--- src/rtl/byte_cache.sv ---
// byte_cache: direct-mapped L1 cache with 1-byte lines, write-through and no write-allocate.
// One request is in flight at a time; misses and every store go out on the backing-memory port.
// Optional build macro CACHE_STATS_EN adds saturating load hit/miss counters (hit_count, miss_count).
module byte_cache #(
  parameter int ADDR_W    = 16,
  parameter int NUM_LINES = 16
) (
  input  logic              clk,
  input  logic              reset,
  input  logic              cache_req_valid,
  output logic              cache_req_ready,
  input  logic              cache_req_we,
  input  logic [ADDR_W-1:0] cache_req_addr,
  input  logic [7:0]        cache_req_write,
  output logic              cache_resp_valid,
  output logic [7:0]        cache_resp_data,
  output logic              mem_req_valid,
  input  logic              mem_req_ready,
  output logic              mem_req_we,
  output logic [ADDR_W-1:0] mem_req_addr,
  output logic [7:0]        mem_req_wdata,
  input  logic              mem_resp_valid,
  input  logic [7:0]        mem_resp_data
`ifdef CACHE_STATS_EN
  ,
  output logic [15:0]       hit_count,
  output logic [15:0]       miss_count
`endif
);

  localparam int IDX_W = $clog2(NUM_LINES);
  localparam int TAG_W = ADDR_W - IDX_W;

  typedef enum logic [1:0] {
    S_IDLE     = 2'd0,
    S_LOOKUP   = 2'd1,
    S_MEM_REQ  = 2'd2,
    S_MEM_WAIT = 2'd3
  } state_t;

  state_t             r_state;
  state_t             w_nextState;

  logic               r_we;
  logic [ADDR_W-1:0]  r_addr;
  logic [7:0]         r_wdata;

  logic [NUM_LINES-1:0] r_valid;
  logic [TAG_W-1:0]   r_tag  [NUM_LINES];
  logic [7:0]         r_data [NUM_LINES];

  logic               r_respValid;
  logic [7:0]         r_respData;

  logic [IDX_W-1:0]   w_idx;
  logic [TAG_W-1:0]   w_tag;
  logic               w_hit;
  logic               w_accept;
  logic               w_loadHit;
  logic               w_fill;
  logic               w_memDone;

  assign w_idx     = r_addr[IDX_W-1:0];
  assign w_tag     = r_addr[ADDR_W-1:IDX_W];
  assign w_hit     = r_valid[w_idx] && (r_tag[w_idx] == w_tag);
  assign w_accept  = cache_req_valid && cache_req_ready;
  assign w_loadHit = (r_state == S_LOOKUP) && !r_we && w_hit;
  assign w_memDone = (r_state == S_MEM_WAIT) && mem_resp_valid;
  assign w_fill    = w_memDone && !r_we;

  // The memory request is driven straight from the latched request so it stays stable while stalled.
  assign mem_req_we       = r_we;
  assign mem_req_addr     = r_addr;
  assign mem_req_wdata    = r_wdata;
  assign cache_resp_valid = r_respValid;
  assign cache_resp_data  = r_respData;

  // State register; reset drops any transaction in flight.
  always_ff @(posedge clk or posedge reset) begin
    if (reset) r_state <= S_IDLE;
    else       r_state <= w_nextState;
  end

  // Next-state logic: load hits finish in LOOKUP, everything else goes through memory.
  always_comb begin
    w_nextState = r_state;
    case (r_state)
      S_IDLE:     if (cache_req_valid) w_nextState = S_LOOKUP;
      S_LOOKUP:   w_nextState = w_loadHit ? S_IDLE : S_MEM_REQ;
      S_MEM_REQ:  if (mem_req_ready) w_nextState = S_MEM_WAIT;
      S_MEM_WAIT: if (mem_resp_valid) w_nextState = S_IDLE;
      default:    w_nextState = S_IDLE;
    endcase
  end

  // Handshake outputs decoded from state so reset removes mem_req_valid immediately.
  always_comb begin
    cache_req_ready = 1'b0;
    mem_req_valid   = 1'b0;
    case (r_state)
      S_IDLE:    cache_req_ready = 1'b1;
      S_MEM_REQ: mem_req_valid   = 1'b1;
      default:   ;
    endcase
  end

  // Capture the accepted request; it is held for the whole transaction.
  always_ff @(posedge clk or posedge reset) begin
    if (reset) begin
      r_we    <= 1'b0;
      r_addr  <= '0;
      r_wdata <= 8'h00;
    end else if (w_accept) begin
      r_we    <= cache_req_we;
      r_addr  <= cache_req_addr;
      r_wdata <= cache_req_write;
    end
  end

  // Line valid bits: only a load fill sets a line valid, stores never allocate.
  always_ff @(posedge clk or posedge reset) begin
    if (reset)       r_valid        <= '0;
    else if (w_fill) r_valid[w_idx] <= 1'b1;
  end

  // Tag and data storage: fills write both, store hits refresh the data byte.
  always_ff @(posedge clk) begin
    if (w_fill) begin
      r_tag[w_idx]  <= w_tag;
      r_data[w_idx] <= mem_resp_data;
    end else if ((r_state == S_LOOKUP) && r_we && w_hit) begin
      r_data[w_idx] <= r_wdata;
    end
  end

  // Response pulse; the data register only changes on load completions.
  always_ff @(posedge clk or posedge reset) begin
    if (reset) begin
      r_respValid <= 1'b0;
      r_respData  <= 8'h00;
    end else begin
      r_respValid <= w_loadHit || w_memDone;
      if (w_loadHit)   r_respData <= r_data[w_idx];
      else if (w_fill) r_respData <= mem_resp_data;
    end
  end

`ifdef CACHE_STATS_EN
  logic [15:0] r_hitCount;
  logic [15:0] r_missCount;

  assign hit_count  = r_hitCount;
  assign miss_count = r_missCount;

  // Saturating load hit/miss counters, evaluated once per load in LOOKUP.
  always_ff @(posedge clk or posedge reset) begin
    if (reset) begin
      r_hitCount  <= 16'h0000;
      r_missCount <= 16'h0000;
    end else if ((r_state == S_LOOKUP) && !r_we) begin
      if (w_hit) begin
        if (r_hitCount != 16'hFFFF) r_hitCount <= r_hitCount + 16'h0001;
      end else begin
        if (r_missCount != 16'hFFFF) r_missCount <= r_missCount + 16'h0001;
      end
    end
  end
`endif

endmodule
--- config.mk ---
export PLATFORM = sky130hd
export DESIGN_NAME = byte_cache
export DESIGN_NICKNAME = d
export VERILOG_FILES = /design/src/rtl/byte_cache.sv
export SDC_FILE = /design/constraint.sdc
export NUM_CORES = 1
export LEC_CHECK = 0
export BUFFER_PORTS_ARGS = -buffer_cell sky130_fd_sc_hd__clkbuf_2
export CAP_MARGIN = 20
export CORE_MARGIN = 4
export CORE_UTILIZATION = 54
export CTS_CLUSTER_SIZE = 24
export DETAILED_ROUTE_END_ITERATION = 10
export PLACE_DENSITY = 0.73
export SLEW_MARGIN = 10
export SYNTH_ARGS = -nofsm -noshare
export SYNTH_HDL_FRONTEND = slang
export SYNTH_SLANG_ARGS = --single-unit
--- constraint.sdc ---
create_clock -name clk -period 4 [get_ports clk]
set_clock_uncertainty 0.1 [all_clocks]
set_input_delay 0.2 -clock clk [delete_from_list [all_inputs] [get_ports clk]]
set_output_delay 0.2 -clock clk [all_outputs]
set_load 0.005 [all_outputs]
==> results of run 1 <==
-- logic make-up after synthesis --
kind of cell | Yosys count | share of synthesized area [%]
and+or+nand+nor | 106 | 3.786
muxes | 178 | 18.81
xor gates and xnor gates | 19 | 1.107
AOI/OAI and AO/OA | 42 | 2.097
buffers and inverters | 43 | 1.639
DFF | 372 | 72.56
-- power breakdown --
part           switching, mW  internal, mW
logic                   1.86          1.94
clock network           1.39          2.15
registers              0.527          4.85
-- what timing repair did --
item,4_1_cts,5_1_grt
setup buffers,0,8
hold endpoints to repair,59,0
resized for setup,0,2
setup endpoints to repair,0,264
hold buffers,28,0
-- path summary, 6_finish.rpt --
kind,cells after the start,from,end
hold reg to reg,1,r_valid[4],r_valid[4]
setup reg to reg,13,mem_req_addr[1],r_data[8][7]
max in group asynchronous,4,reset,mem_req_addr[0]
setup / recovery,13,mem_req_addr[1],r_data[8][7]
hold / removal,4,mem_resp_data[1],cache_resp_data[1]
min in group asynchronous,3,reset,mem_req_addr[10]
-- cell type report --
class	count	area, sq um
timing repair buffer	167	1186
inverter	4	15.01
clock buffer	50	1037
multi-input combinational	345	3900
tap	372	465.4
fill	1797	9438
clock inverter	16	215.2
sequential	372	10920
-- stage by stage --
step                      worst slack, ns  hold slack [ns]  TNS, ns  instances
after global routing             -0.02880           0.1210  -0.4401       1326
after CTS                         0.07868          0.09824        0       1318
final                              0.1727           0.1080        0       1326
after floorplan                    0.1359           0.1891        0        760
after detailed placement           0.1308           0.2428        0       1224
after global placement             0.2424           0.2146        0       1223
-- state kept, by name (all words and copies together), names as in the netlist, named ones only --
name / flops
mem_req_we: 1
r_state: 1
cache_resp_valid: 1
mem_req_wdata: 8
r_valid: 16
mem_req_addr: 16
cache_resp_data: 8
r_tag: 192
r_data: 128
-- critical path, stage by stage, from the launching register on --
cell and delay, ns:
dfrtp_4 0.57, buf_4 0.17, buf_4 0.20, mux2_2 0.25, o22ai_1 0.07, a221oi_1 0.32, xnor2_1 0.17, nand4_1 0.21
a211oi_2 0.48, nand4_4 0.14, nor2b_1 0.16, buf_4 0.19, nor3_1 0.23, buf_4 0.24
-- routing by layer --
metal,GRT usage (%),vias to the layer above
met1,31.95,4149
met2,33.88,321
met5,0,-
li1,-,3398
met3,4.955,46
met4,4.845,2
-- layout by cell type, fill, tap and decap left out, types with 2 or more instances in the layout --
cell           synthesis  final
a211oi_1               6      5
a211oi_2               1      2
a21boi_0               2      2
a21oi_1                2      2
a221oi_1               6      6
a22oi_1                2      2
buf_12                 0      3
buf_4                  4     62
bufinv_16              0      5
clkbuf_1              12      9
clkbuf_16              0     39
clkbuf_2               0     73
clkbuf_8               0      2
clkinv_1               0      2
clkinv_2               0      6
dfrtp_1               52     49
dfrtp_4                0      2
dlygate4sd3_1          0     28
edfxtp_1             320    320
inv_1                  4      3
mux2_2                67     67
mux2_4                 2      2
mux2i_1               34     34
mux4_1                 7      7
mux4_2                67     67
nand2_1               14     14
nand2b_1               4      4
nand3_1                7      7
nor2_1                23     23
nor2b_1               11     11
nor3_1                16     16
o21ai_0                5      5
o22ai_1                8      8
o31a_1                 2      2
or2_2                 18     18
or3_1                  3      3
xnor2_1               11     11
xor2_1                 8      8
==> results.py, run 1 <==
metrics = {
    "setup_path": {
        "arrival_ns": 3.94,
        "cp-start-kind": "register",
        "critPathMaxFanout": 17,
        "worstSetupPathType": "register to register",
        "required_ns": 4.12,
        "endpoint_kind": "register",
        "reg2reg_setup_slack_ns": 0.17,
    },
    "floorplanning": {
        "die_h_um": 174.9,
        "rows": 60,
        "die_x_um": 174.9,
        "core_area_sq_um": 27180,
        "io_pins": 74,
        "start_util_pct": 55.33,
        "die_area_sq_um": 30580,
    },
    "pwr": {
        "powerDensity_nw_per_um2": 717.2,
        "total_power_mw": 12.72,
        "cellLeakagePower_nw": 6.243,
        "peakVddDrop_v": 0.0003984,
    },
    "hold_path": {
        "hold_path.class": "input pin to register",
    },
    "synthesis": {
        "synthTopCellsByArea": "edfxtp_1 64%, mux4_2 10%, dfrtp_1 8.7%",
        "syn_inst": 760,
        "yosys.area.top_type": "edfxtp_1",
        "syn_avg_cell_area_sq_um": 19.79,
        "syn-num-nets": 798,
        "yosysMostFrequentCell": "edfxtp_1",
        "synth_flop_cell": "edfxtp_1",
        "ys_warn_count": 0,
        "ys_top_cells_by_count": "320 x edfxtp_1, 67 x mux2_2, 67 x mux4_2",
        "synth_area_sq_um": 15040,
        "synth_edf_count": 320,
        "yosysSeqAreaShare_pct": 72.56,
        "yosys.area.top_type_share_pct": 63.90,
        "ys_seq_elements": 372,
        "async_flop_share_pct": 13.98,
        "synth_cell_types": 52,
    },
    "drt": {
        "wl_met3_um": 2446,
        "wl_met2_um": 15720,
        "wire_per_inst_um": 24.92,
        "drc_errors": 0,
        "routed.top_layer": "met5",
        "drtIter0Drc": 775,
        "wl_met1_um": 14340,
        "dr.pass1.iters": 5,
        "totalWireLength_um": 33040,
        "viasPerCell": 5.970,
        "vias": 7916,
        "ant_nets": 0,
    },
    "clock_network": {
        "numCtsBuffers": 38,
        "clock_latency_ns": 0.52,
        "htreeDepth": 2,
        "cts.sink_count": 372,
        "clock_path_buffers": 3,
        "tritoncts": "yes",
        "clkTransAtPathRegs_ns": 0.06,
        "cts_root_buffer": "clkbuf_16",
    },
    "timing": {
        "min_period_ns": 3.827,
        "hold_violations": 0,
        "fmax_mhz": 261.3,
        "setup_violations": 0,
        "worst_slew_pin_slew_ns": 0.7254,
        "slew_headroom_pct": 51.57,
        "slew_violations": 0,
        "fin_crit_sh_pct": 95.68,
    },
    "global_route": {
        "grtUsageTotal_pct": 21.69,
        "antenna_found_initial": 1,
        "grt_max_degree": 56,
        "grt_pass1_vias": 8092,
        "grt_overflow": 0,
        "grt_pass1_wl_um": 50160,
    },
    "layout": {
        "area_delta_synth_final_pct": 17.96,
        "antenna_cells": 0,
        "final_util_pct": 65.27,
        "layout-drive-gt1-share_pct": 37.74,
        "finalInstanceArea_sq_um": 17740,
        "nNetsFinal": 966,
    },
    "placed_design": {
        "io_buffers": 73,
        "dp_hpwl_um": 20120,
        "place_area_sq_um": 16130,
        "routabilityCongestion": 0.8265,
    },
    "status": {
        "outcome": "completed",
    },
    "flow_run": {
        "drv_cap": 0,
    },
}
(Power assumes the default switching activity.)
==> run 2: changes to the inputs <==
Settings changed: MAX_ROUTING_LAYER set to met4.
==> results.py, run 2 (synthesis gave the netlist of run 1 again) <==
metrics = {
    "global_route": {
        "grt_pass1_vias": 8083,
        "antenna_found_initial": 1,
        "grtUsageTotal_pct": 22.39,
        "grt_max_degree": 56,
        "grt_overflow": 0,
        "grt_pass1_wl_um": 50170,
    },
    "pwr": {
        "pwr-share-seq_pct": 42.3,
        "powerDensity_nw_per_um2": 717.3,
        "switching_share_pct": 29.74,
        "p_clk_share_pct": 27.8,
        "cellLeakagePower_nw": 6.243,
        "peakVddDrop_v": 0.0003941,
        "p_comb_share_pct": 29.9,
        "power.internal_mw": 8.940,
        "switchingPower_mw": 3.784,
    },
    "drt": {
        "drc_errors": 0,
        "totalWireLength_um": 33070,
        "dr.pass1.iters": 5,
        "ant_nets": 0,
        "wire_per_inst_um": 24.92,
        "drtIter0Drc": 705,
        "vias": 7971,
        "viasPerCell": 6.007,
    },
    "floorplanning": {
        "rows": 60,
        "core_area_sq_um": 27180,
        "die_h_um": 174.9,
        "die_x_um": 174.9,
        "io_pins": 74,
        "start_util_pct": 55.33,
        "die_area_sq_um": 30580,
    },
    "timing": {
        "slew_violations": 0,
        "hold_violations": 0,
        "setup_violations": 0,
        "slew_headroom_pct": 51.33,
        "fmax_mhz": 257.5,
        "min_period_ns": 3.883,
        "hold_slack_ns": 0.1061,
        "worst_slew_pin_slew_ns": 0.7290,
        "fin_tns_setup_ns": 0,
        "fin_crit_sh_pct": 97.07,
    },
    "setup_path": {
        "path_cells": "buf_12 -> mux4_2 -> mux2i_1 -> o21ai_0 -> a211oi_2 -> a31oi_1 -> nor4_4 -> nand4_4 -> nor2b_1 -> buf_4 -> nor3_1 -> buf_4",
        "arrival_ns": 4.00,
        "r2r-start": "mem_req_addr[1]",
        "worstSetupPathType": "register to register",
        "endpoint_kind": "register",
        "critPathSlowestCell": "mux4_2",
        "critPathMaxFanout": 21,
        "cpMostUsedCell": "buf_4",
        "cp-start-kind": "register",
        "critical_path.startpoint": "mem_req_addr[1]",
        "cp_slowest_stage_delay_ns": 0.55,
        "required_ns": 4.12,
    },
    "layout": {
        "reg.largest.list": "r_tag: 192 flops, r_data: 128 flops",
        "final_common_cell": "edfxtp_1",
        "final_util_pct": 65.28,
        "area_delta_synth_final_pct": 17.98,
        "largest_reg_flops": 192,
        "regArea_sq_um": 10920,
        "multi_input_area_sq_um": 3900,
        "layout-drive-gt1-share_pct": 37.74,
        "fillers": 1797,
        "nNetsFinal": 966,
        "final_cell_mix": "320 x edfxtp_1, 73 x clkbuf_2, 67 x mux2_2, 67 x mux4_2, 62 x buf_4",
        "largest-register": "r_tag",
    },
    "flow_run": {
        "drv_cap": 0,
    },
    "clock_network": {
        "tritoncts": "yes",
        "clock_latency_ns": 0.52,
        "cts_root_buffer": "clkbuf_16",
        "cts.sink_count": 372,
        "htreeDepth": 2,
        "numCtsBuffers": 38,
        "clkTransAtPathRegs_ns": 0.06,
        "clock_path_buffers": 3,
    },
    "placed_design": {
        "io_buffers": 73,
        "routabilityCongestion": 0.8390,
        "dp_hpwl_um": 20120,
    },
    "hold_path": {
        "min_from": "mem_resp_data[1]",
        "hold_path.class": "input pin to register",
    },
    "status": {
        "outcome": "completed",
    },
}
[run 2: changes by cell type in the layout (fill, tap and decap cells not counted)]
cell and change:
diode_2 +1
[run 2: final cells by class]
cell class | count | share of cell area (%)
inverter | 4 | 0.08463
clock buffer | 50 | 5.847
sequential | 372 | 61.55
timing repair buffer | 167 | 6.686
tap | 372 | 2.624
antenna | 1 | 0.01411
clock inverter | 16 | 1.213
multi-input combinational | 345 | 21.98
[run 2: worst paths after layout]
| path | end | slack [ns] | depth (start not counted) |
|---|---|---|---|
| hold / removal | cache_resp_data[1] | 0.11 | 4 |
| max in group asynchronous | mem_req_addr[0] | 2.70 | 4 |
| hold reg to reg | r_valid[4] | 0.36 | 1 |
| setup / recovery | r_data[8][6] | 0.12 | 12 |
| min in group asynchronous | mem_req_addr[10] | 0.25 | 3 |
| setup reg to reg | r_data[8][6] | 0.12 | 12 |
[run 2: per-layer routing]
layer,wire [um],global-route usage [%],vias up
met5,0,-,-
met4,446,4.845,0
met3,2651,5.084,41
met2,15820,34.03,359
met1,14150,31.81,4167
li1,-,-,3404
[run 2: repair_timing]
action / 4_1_cts / 5_1_grt
gates resized for setup: 0 / 2
buffers inserted: 0 / 8
hold buffers: 28 / 0
endpoints found under the setup margin: 0 / 264
hold endpoints to repair: 59 / 0
[run 2: worst max-delay path, delay by kind of cell (launching register included)]
kind / cells / cell delay, ns
buf+inv: 3 / 0.66
simple gates: 4 / 0.80
compound gates: 3 / 0.66
mux: 2 / 0.78
flops: 1 / 0.54
[run 2: metrics by stage]
stage          worst slack [ns]  instance area (sq um)  power (mW)  std cells
6_report                 0.1171                  17740       12.72       1327
4_1_cts                 0.07868                  17660       12.68       1318
5_1_grt                -0.03083                  17740       13.29       1327
3_5_place_dp             0.1308                  16130       9.098       1224
2_1_floorplan            0.1359                  15040       7.917        760
3_3_place_gp             0.2424                  16120       8.996       1223
[run 2: power by group through the flow]
| stage | logic, mW | clock network (mW) | registers (mW) |
|---|---|---|---|
| after floorplan | 2.66 | 0 | 5.26 |
| after global placement | 3.59 | 0 | 5.41 |
| after detailed placement | 3.64 | 0 | 5.46 |
| after CTS | 3.71 | 3.59 | 5.38 |
| after global routing | 4.06 | 3.77 | 5.45 |
| final | 3.81 | 3.54 | 5.38 |
==> run 3: changes to the inputs <==
Settings changed: CORE_ASPECT_RATIO set to 2, SLEW_MARGIN 10 to unset.
Clock period 4 ns to 3.45 ns, I/O delays scaled along.
==> results.py, run 3 (synthesis gave the netlist of run 1 again) <==
metrics = {
    "pwr": {
        "p_comb_share_pct": 35.4,
        "switchingPower_mw": 4.618,
        "peakVddDrop_v": 0.0006936,
        "p_clk_share_pct": 23.4,
        "power.internal_mw": 10.09,
        "pwr-share-seq_pct": 41.2,
        "cellLeakagePower_nw": 6.545,
        "total_power_mw": 14.71,
        "powerDensity_nw_per_um2": 810.4,
        "switching_share_pct": 31.39,
    },
    "floorplanning": {
        "core_area_sq_um": 27550,
        "io_pins": 74,
        "rows": 86,
        "die_h_um": 244.0,
        "die_area_sq_um": 30740,
        "die_x_um": 126.0,
        "start_util_pct": 54.59,
    },
    "flow_run": {
        "drv_cap": 0,
    },
    "drt": {
        "ant_nets": 0,
        "drtIter0Drc": 544,
        "totalWireLength_um": 36060,
        "viasPerCell": 5.952,
        "drc_errors": 0,
        "wire_per_inst_um": 26.89,
        "dr.pass1.iters": 5,
        "vias": 7982,
    },
    "status": {
        "violations": "negative hold slack, negative setup slack",
        "outcome": "complete, but fails checks",
    },
    "clock_network": {
        "tritoncts": "yes",
        "cts_root_buffer": "clkbuf_16",
        "numCtsBuffers": 30,
        "htreeDepth": 1,
        "clkTransAtPathRegs_ns": 0.07,
        "cts.sink_count": 372,
        "clock_path_buffers": 3,
        "clock_latency_ns": 0.57,
    },
    "global_route": {
        "grt_pass1_vias": 8800,
        "grtUsageTotal_pct": 24.54,
        "grt_max_degree": 36,
        "grt_pass1_wl_um": 54230,
        "grt_overflow": 0,
        "antenna_found_initial": 1,
    },
    "timing": {
        "fin_crit_sh_pct": 103.3,
        "setup_ws_ns": -0.1155,
        "slew_headroom_pct": 40.42,
        "slew_violations": 0,
        "hold_slack_ns": -0.001347,
        "setup_violations": 231,
        "rsz0062_at_grt": "true",
        "hold_violations": 4,
        "min_period_ns": 3.566,
        "worst_slew_pin_slew_ns": 0.8937,
        "fmax_mhz": 280.5,
    },
    "hold_path": {
        "whs_path_depth": 2,
        "hold_path.class": "input pin to register",
    },
    "setup_path": {
        "cp-start-kind": "register",
        "r2r.worst_path.cells": 14,
        "endpoint_kind": "register",
        "path_cells": "buf_6 -> buf_4 -> mux2_2 -> o22ai_2 -> a221oi_2 -> xor2_1 -> or4_1 -> a211oi_2 -> buf_4 -> nand4_4 -> nor2b_4 -> buf_12 -> nor3_2 -> buf_6",
        "arrival_ns": 3.76,
        "critPathSlowestCell": "or4_1",
        "cp_slowest_stage_delay_ns": 0.52,
        "critPathMaxFanout": 16,
        "worstSetupPathType": "register to register",
        "required_ns": 3.64,
    },
    "placed_design": {
        "dp.cells": 1242,
        "io_buffers": 73,
        "place_area_sq_um": 16580,
        "routabilityCongestion": 0.9107,
        "dp_hpwl_um": 24560,
    },
    "layout": {
        "nNetsFinal": 1002,
        "finalInstanceArea_sq_um": 18150,
        "largest_reg_flops": 192,
        "stdcell_count": 1341,
        "final_cell_mix": "320 x edfxtp_1, 85 x buf_4, 73 x clkbuf_2",
        "layout-drive-gt1-share_pct": 42.71,
        "largest-register": "r_tag",
        "area_delta_synth_final_pct": 20.72,
        "final_common_cell": "edfxtp_1",
        "reg.largest.list": "r_tag: 192 flops, r_data: 128 flops",
    },
}
run 3: changes by cell type in the layout (fill, tap and decap cells not counted), sizes merged:
cell and delta:
inv -1, clkinvlp +3, dlygate4sd3 +5, buf +39, clkbuf -9, bufinv -3
run 3: critical path, delay by kind of cell (launching register included):
family                    cells  cell delay, ns
AOI/OAI and AO/OA             3            0.46
muxes                         1            0.28
xor gates and xnor gates      1            0.14
buffers and inverters         5            0.79
and+or+nand+nor               4            0.99
DFF                           1            0.51
run 3: worst paths after layout:
kind                                  start            endpoint  slack (ns)
max                         mem_req_addr[1]        r_data[2][0]       -0.12
min                        mem_resp_data[6]        r_data[3][6]      -0.001
max reg2reg                 mem_req_addr[1]        r_data[2][0]       -0.12
min reg2reg                      r_valid[5]          r_valid[5]        0.36
max in group asynchronous             reset     mem_req_addr[6]        2.18
min in group asynchronous             reset  cache_resp_data[1]        0.22
run 3: stage by stage:
| step | hold slack, ns | worst slack [ns] | setup TNS, ns | utilization (%) |
|---|---|---|---|---|
| CTS | 0.004645 | -0.1827 | -31.21 | 65.60 |
| floorplan | 0.1616 | -0.02683 | -0.2146 | - |
| detailed placement | 0.2628 | -0.4712 | -103.88 | 60.18 |
| finish | -0.001347 | -0.1155 | -12.20 | 65.90 |
| global placement | 0.2522 | -0.3897 | -85.03 | 60.18 |
| global route | 0.008344 | -0.2367 | -42.43 | 65.90 |
run 3: per-layer routing:
layer,vias up,track usage [%],wire length [um]
li1,3476,-,-
met1,4175,25.73,12040
met2,236,45.31,20850
met3,95,2.536,1253
met4,0,12.13,1922
met5,-,-,0
run 3: area by class of cell:
| class | instances | area, sq um |
|---|---|---|
| inverter | 4 | 15.01 |
| sequential | 372 | 10920 |
| clock buffer | 41 | 863.3 |
| tap | 352 | 440.4 |
| timing repair buffer | 211 | 1615 |
| fill | 1845 | 9394 |
| multi-input combinational | 345 | 4148 |
| antenna | 1 | 2.502 |
| clock inverter | 15 | 147.6 |
run 3: what timing repair did:
action | CTS | global route
setup buffers | 7 | 4
hold endpoints to repair | 114 | 0
gates resized for setup | 23 | 10
hold buffers | 33 | 0
pin swaps | 4 | 5
setup endpoints to repair | 266 | 264
run 3: power groups by stage:
stage | Clock (mW) | Combinational (mW) | Sequential [mW]
after floorplan | 0 | 3.25 | 6.10
after detailed placement | 0 | 4.89 | 6.21
after CTS | 3.49 | 5.16 | 6.06
final | 3.44 | 5.21 | 6.06
after global placement | 0 | 4.79 | 6.17
after global routing | 3.70 | 5.55 | 6.10
